File: config.mk
export PLATFORM = sky130hd
export DESIGN_NAME = mu0_control
export DESIGN_NICKNAME = d
export VERILOG_FILES = /design/src/rtl/mu0_pkg.sv /design/src/rtl/mu0_decode.sv /design/src/rtl/mu0_control.sv
export SDC_FILE = /design/constraint.sdc
export NUM_CORES = 1
export LEC_CHECK = 0
export CORE_AREA = 2 2 39 41
export DETAILED_ROUTE_END_ITERATION = 16
export DIE_AREA = 0 0 41 43
export SKIP_LAST_GASP = 1
export SYNTH_ARGS = -nofsm -noshare
export SYNTH_HDL_FRONTEND = slang
export SYNTH_SLANG_ARGS = --single-unit
File: constraint.sdc
create_clock -name Clk -period 1.8 [get_ports Clk]
set_clock_uncertainty 0.1 [all_clocks]
set_input_delay 0.36 -clock Clk [delete_from_list [all_inputs] [get_ports Clk]]
set_output_delay 0.36 -clock Clk [all_outputs]
set_load 0.005 [all_outputs]
File: src/rtl/mu0_pkg.sv
// Shared definitions for the MU0 control unit: opcode and ALU function
// codes, the sequencer state encoding and the packed control-word layout
// handed from the decoder to the top level.
package mu0_pkg;

    localparam logic [3:0] OP_LDA = 4'h0;
    localparam logic [3:0] OP_STA = 4'h1;
    localparam logic [3:0] OP_ADD = 4'h2;
    localparam logic [3:0] OP_SUB = 4'h3;
    localparam logic [3:0] OP_JMP = 4'h4;
    localparam logic [3:0] OP_JGE = 4'h5;
    localparam logic [3:0] OP_JNE = 4'h6;
    localparam logic [3:0] OP_STP = 4'h7;

    localparam logic [1:0] ALU_PASSY = 2'b00;
    localparam logic [1:0] ALU_ADD   = 2'b01;
    localparam logic [1:0] ALU_INC   = 2'b10;
    localparam logic [1:0] ALU_SUB   = 2'b11;

    typedef enum logic [1:0] {
        FETCH = 2'b00,
        EXEC  = 2'b01,
        HALT  = 2'b10
    } state_e;

    typedef struct packed {
        logic       x_sel;
        logic       y_sel;
        logic       addr_sel;
        logic       pc_en;
        logic       ir_en;
        logic       acc_en;
        logic       rd;
        logic       wr;
        logic [1:0] alu_fs;
        logic       fetch;
        logic       halted;
    } ctrl_t;

    // Opcodes 0-3 touch memory in EXEC and therefore wait for Ready.
    function automatic logic is_mem_op(input logic [3:0] f);
        return (f[3:2] == 2'b00);
    endfunction

endpackage

File: src/rtl/mu0_decode.sv
// Combinational decode for the MU0 sequencer.
//
// State table:
//   state | meaning
//   FETCH | read instruction at PC into IR, PC <= PC + 1
//   EXEC  | execute the opcode held in IR (memory ops wait for go)
//   HALT  | stopped after STP, only reset leaves
//
// Ports:
//   state_i   current sequencer state
//   f_i       opcode field IR[15:12]
//   n_i, z_i  ACC negative / zero flags
//   go_i      memory access completes this cycle
//   ctrl_o    control word (enables, strobes, selects, ALU function, status)
//   state_d_o next state
module mu0_decode
    import mu0_pkg::*;
(
    input  state_e     state_i,
    input  logic [3:0] f_i,
    input  logic       n_i,
    input  logic       z_i,
    input  logic       go_i,
    output ctrl_t      ctrl_o,
    output state_e     state_d_o
);

    logic jump_taken;

    always_comb begin
        jump_taken = 1'b0;
        case (f_i)
            OP_JMP:  jump_taken = 1'b1;
            OP_JGE:  jump_taken = ~n_i;
            OP_JNE:  jump_taken = ~z_i;
            default: jump_taken = 1'b0;
        endcase
    end

    // Next-state logic
    always_comb begin
        state_d_o = state_i;
        case (state_i)
            FETCH: state_d_o = go_i ? EXEC : FETCH;
            EXEC: begin
                if (is_mem_op(f_i))
                    state_d_o = go_i ? FETCH : EXEC;
                else if (f_i == OP_STP)
                    state_d_o = HALT;
                else
                    state_d_o = FETCH;
            end
            HALT:    state_d_o = HALT;
            default: state_d_o = FETCH;
        endcase
    end

    // Output logic
    always_comb begin
        ctrl_o = '0;
        case (state_i)
            FETCH: begin
                ctrl_o.fetch    = 1'b1;
                ctrl_o.rd       = 1'b1;
                ctrl_o.x_sel    = 1'b1;
                ctrl_o.alu_fs   = ALU_INC;
                ctrl_o.ir_en    = go_i;
                ctrl_o.pc_en    = go_i;
            end
            EXEC: begin
                case (f_i)
                    OP_LDA: begin
                        ctrl_o.addr_sel = 1'b1;
                        ctrl_o.rd       = 1'b1;
                        ctrl_o.alu_fs   = ALU_PASSY;
                        ctrl_o.acc_en   = go_i;
                    end
                    OP_STA: begin
                        ctrl_o.addr_sel = 1'b1;
                        ctrl_o.wr       = 1'b1;
                    end
                    OP_ADD: begin
                        ctrl_o.addr_sel = 1'b1;
                        ctrl_o.rd       = 1'b1;
                        ctrl_o.alu_fs   = ALU_ADD;
                        ctrl_o.acc_en   = go_i;
                    end
                    OP_SUB: begin
                        ctrl_o.addr_sel = 1'b1;
                        ctrl_o.rd       = 1'b1;
                        ctrl_o.alu_fs   = ALU_SUB;
                        ctrl_o.acc_en   = go_i;
                    end
                    OP_JMP, OP_JGE, OP_JNE: begin
                        if (jump_taken) begin
                            ctrl_o.y_sel  = 1'b1;
                            ctrl_o.alu_fs = ALU_PASSY;
                            ctrl_o.pc_en  = 1'b1;
                        end
                    end
                    default: ctrl_o = '0;
                endcase
            end
            HALT:    ctrl_o.halted = 1'b1;
            default: ctrl_o = '0;
        endcase
    end

endmodule

File: src/rtl/mu0_control.sv
// MU0 instruction-sequencing control unit.
// Holds the sequencer state register; all outputs are decoded
// combinationally by mu0_decode. While Reset is low, register enables and
// memory strobes are forced off so an access in flight is abandoned at once.
//
// Ports:
//   Clk, Reset          clock (rising edge) and async active-low reset
//   F, N, Z             opcode field and ACC flags
//   Ready               memory access complete (ignored when USE_RDY = 0)
//   X_sel, Y_sel        ALU operand selects
//   Addr_sel            memory address select
//   PC_En, IR_En, Acc_En register load enables
//   Rd, Wr              memory strobes
//   ALU_Fs              ALU function code
//   Fetch, Halted       state status
module mu0_control
    import mu0_pkg::*;
#(
    parameter bit USE_RDY = 1'b1
) (
    input  logic       Clk,
    input  logic       Reset,
    input  logic [3:0] F,
    input  logic       N,
    input  logic       Z,
    input  logic       Ready,
    output logic       X_sel,
    output logic       Y_sel,
    output logic       Addr_sel,
    output logic       PC_En,
    output logic       IR_En,
    output logic       Acc_En,
    output logic       Rd,
    output logic       Wr,
    output logic [1:0] ALU_Fs,
    output logic       Fetch,
    output logic       Halted
);

    state_e state_q;
    state_e state_d;
    ctrl_t  ctrl;
    logic   go;

    assign go = USE_RDY ? Ready : 1'b1;

    always_ff @(posedge Clk or negedge Reset) begin
        if (!Reset)
            state_q <= FETCH;
        else
            state_q <= state_d;
    end

    mu0_decode u_decode (
        .state_i   (state_q),
        .f_i       (F),
        .n_i       (N),
        .z_i       (Z),
        .go_i      (go),
        .ctrl_o    (ctrl),
        .state_d_o (state_d)
    );

    assign X_sel    = ctrl.x_sel;
    assign Y_sel    = ctrl.y_sel;
    assign Addr_sel = ctrl.addr_sel;
    assign ALU_Fs   = ctrl.alu_fs;
    assign Fetch    = ctrl.fetch;
    assign Halted   = ctrl.halted;

    // Reset acts on the live outputs, not just the state register.
    assign PC_En    = ctrl.pc_en  & Reset;
    assign IR_En    = ctrl.ir_en  & Reset;
    assign Acc_En   = ctrl.acc_en & Reset;
    assign Rd       = ctrl.rd     & Reset;
    assign Wr       = ctrl.wr     & Reset;

endmodule

==> impl_metrics.toml <==
[sta]
fin_hold_ws_ps = 59.2
max_slew_margin_pct = 85.1
tns_ps = -1050
rsz0062_at_grt = "true"
finalCritPeriodShare_pct = 111
worst_slack_ps = -195
setup_viol = 9
hold_viol = 0
max_freq_ghz = 0.501
period_needed_ps = 1990
finalMaxSlewViolations = 0
worstMarginPinSlew_ps = 223

[detailed_routing]
dr_wl_met3_um = 81
top_layer = "met4"
vias_per_cell = 4.21
route.met2.wl_um = 555
drtPass1Iterations = 4
wl_mm = 1.09
drtIter0Drc = 1
num_vias = 434
wl_per_cell_um = 10.5
wl_met1_um = 411
ant_nets = 0
drcViolationCount = 0

[critical_path]
path_buf_inv = 1
cp-start-kind = "flop"
cpLargestDelayFamily = "simple AND/OR/NAND/NOR gates"
crit_path_max_incr_delay_ps = 540
critPathSlowestCell = "or4b_4"
path_cells = "or4b_4 > o32ai_2 > buf_2"
critPathRequiredTime_ps = 1340
crit_path_end_kind = "output port"
path_max_fanout = 3
critPathArrivalTime_ps = 1530
crit_type = "flop to output port"

[cells_and_area]
final_area_sq_um = 734
fin_cells = 103
fin_util_pct = 53.1
fin_nets = 98
diodes = 0
top_regs = "state_q x2"
syn_to_final_growth_pct = 216
largest_reg_flops = 2
drive_above_1_share_pct = 74.7
top_register = "state_q"
fill_cells = 146

[floorplan]
rows = 14
die_w_um = 41
core_sq_mm = 0.00138
floorplan.initialDensity_pct = 16.8
boundaryPins = 21
die-area_sq_mm = 0.00176
die_y_um = 43

[synthesis]
ys_types = 19
yosysWarnings = 0
synth-main-ff-cell = "dfrtp_1"
synth-seq-area-share_pct = 21.5
ys_ff_latch = 2
netlist_top_cells_area = "dfrtp_1 22%, nor4b_4 10%, nor2_1 9.7%"
yosys-top-cells-count = "6 x nor2_1, 3 x inv_1, 2 x a21oi_1, 2 x dfrtp_1, 2 x nand2_1"
yosysTopAreaCell = "dfrtp_1"
synthMostInstantiatedCell = "nor2_1"
synth_edf_count = 0
async_flop_share_pct = 100
synth_area_sq_um = 233
synthCells = 29
synth_top_cell_area_share_pct = 21.5
syn-num-nets = 38
syn_area_per_cell_sq_um = 8.02

[power]
vdd_ir_drop_max_v = 0.000282
total_power_uw = 395
power_density_mw_per_mm2 = 537
p_leak_nw = 0.389

[min_path]
hold_path.class = "input port to async pin"

[global_route]
grt_start_max_net_pins = 6
grt_usage_pct = 14.3
grt_pass1_wl_mm = 1.67
grt_pass1_vias = 417
antenna_found_initial = 0
grt-ovfl-total = 0

[clock_tree]
cts_buffer_depth = 2
clock_tree.root_cell = "clkbuf_4"
cts_tree = "done"
clock_latency_ps = 220
cts_sinks = 2
path_clk_slew_ps = 30
numCtsBuffers = 3
cts_htree_levels = 1

[placement]
gp_congestion = 0.722
numPortBuffers = 20
post_dp_cell_area_sq_um = 528
post-place-cells = 75
place_ws_ps = -848
hpwlAfterDp_um = 631

[run_status]
status = "finished with violations"
violations = "setup timing"

[flow_run]
cap_violations = 0
==> worst paths after layout <==
path / start / to / slack, ps / cells after the start
worst min register to register: state_q[1] / state_q[0] / 680 / 4
min in group Clk: state_q[1] / state_q[0] / 680 / 4
worst min-delay path: Reset / state_q[1] / 60 / 2
max in group asynchronous: Reset / state_q[1] / 1440 / 2
worst max-delay path: state_q[1] / PC_En / -190 / 3
worst max register to register: state_q[0] / state_q[0] / -130 / 12
==> cell families after synthesis <==
logic type / synth area share (%)
AO/OA/AOI/OAI: 19.9
AND/OR/NAND/NOR: 44.6
flip-flops: 21.5
buffers and inverters: 9.68
multiplexers: 4.30
==> layout by cell type (no fill, tap or decap), types with 2 or more instances in the layout <==
master / synthesis / layout
a21oi_1: 2 / 2
buf_2: 0 / 8
buf_4: 1 / 30
buf_6: 0 / 7
clkbuf_2: 0 / 2
clkbuf_4: 0 / 3
clkdlybuf4s50_1: 0 / 3
dlygate4sd2_1: 0 / 4
inv_1: 3 / 2
inv_2: 1 / 2
nor2_1: 6 / 5
==> routing by layer <==
metal,vias up,GRT usage [%]
li1,218,-
met1,193,14.8
met2,19,24.1
met3,4,2.62
met4,0,9.33
met5,-,0
==> what timing repair did <==
action	CTS	global route
buffers inserted	22	4
hold buffers	0	0
gates resized for setup	58	10
endpoints found under the setup margin	12	12
pin swaps	9	3
==> power breakdown <==
| part | internal, mW | leakage, nW | switching [mW] |
|---|---|---|---|
| sequential | 0.0510 | 0.0246 | 0.00604 |
| clock | 0.0736 | 0.0138 | 0.0262 |
| combinational | 0.158 | 0.350 | 0.0797 |
==> area by class of cell <==
| type | count | area (sq um) | share of cell area, % |
|---|---|---|---|
| inverters | 4 | 15.0 | 2.04 |
| repair buffers | 56 | 440 | 60.0 |
| clock buffers | 3 | 22.5 | 3.07 |
| multi-input cells | 22 | 185 | 25.2 |
| well taps | 16 | 20.0 | 2.73 |
| flip-flops and latches | 2 | 51.3 | 6.98 |
Power figures use the tool's default switching activity.
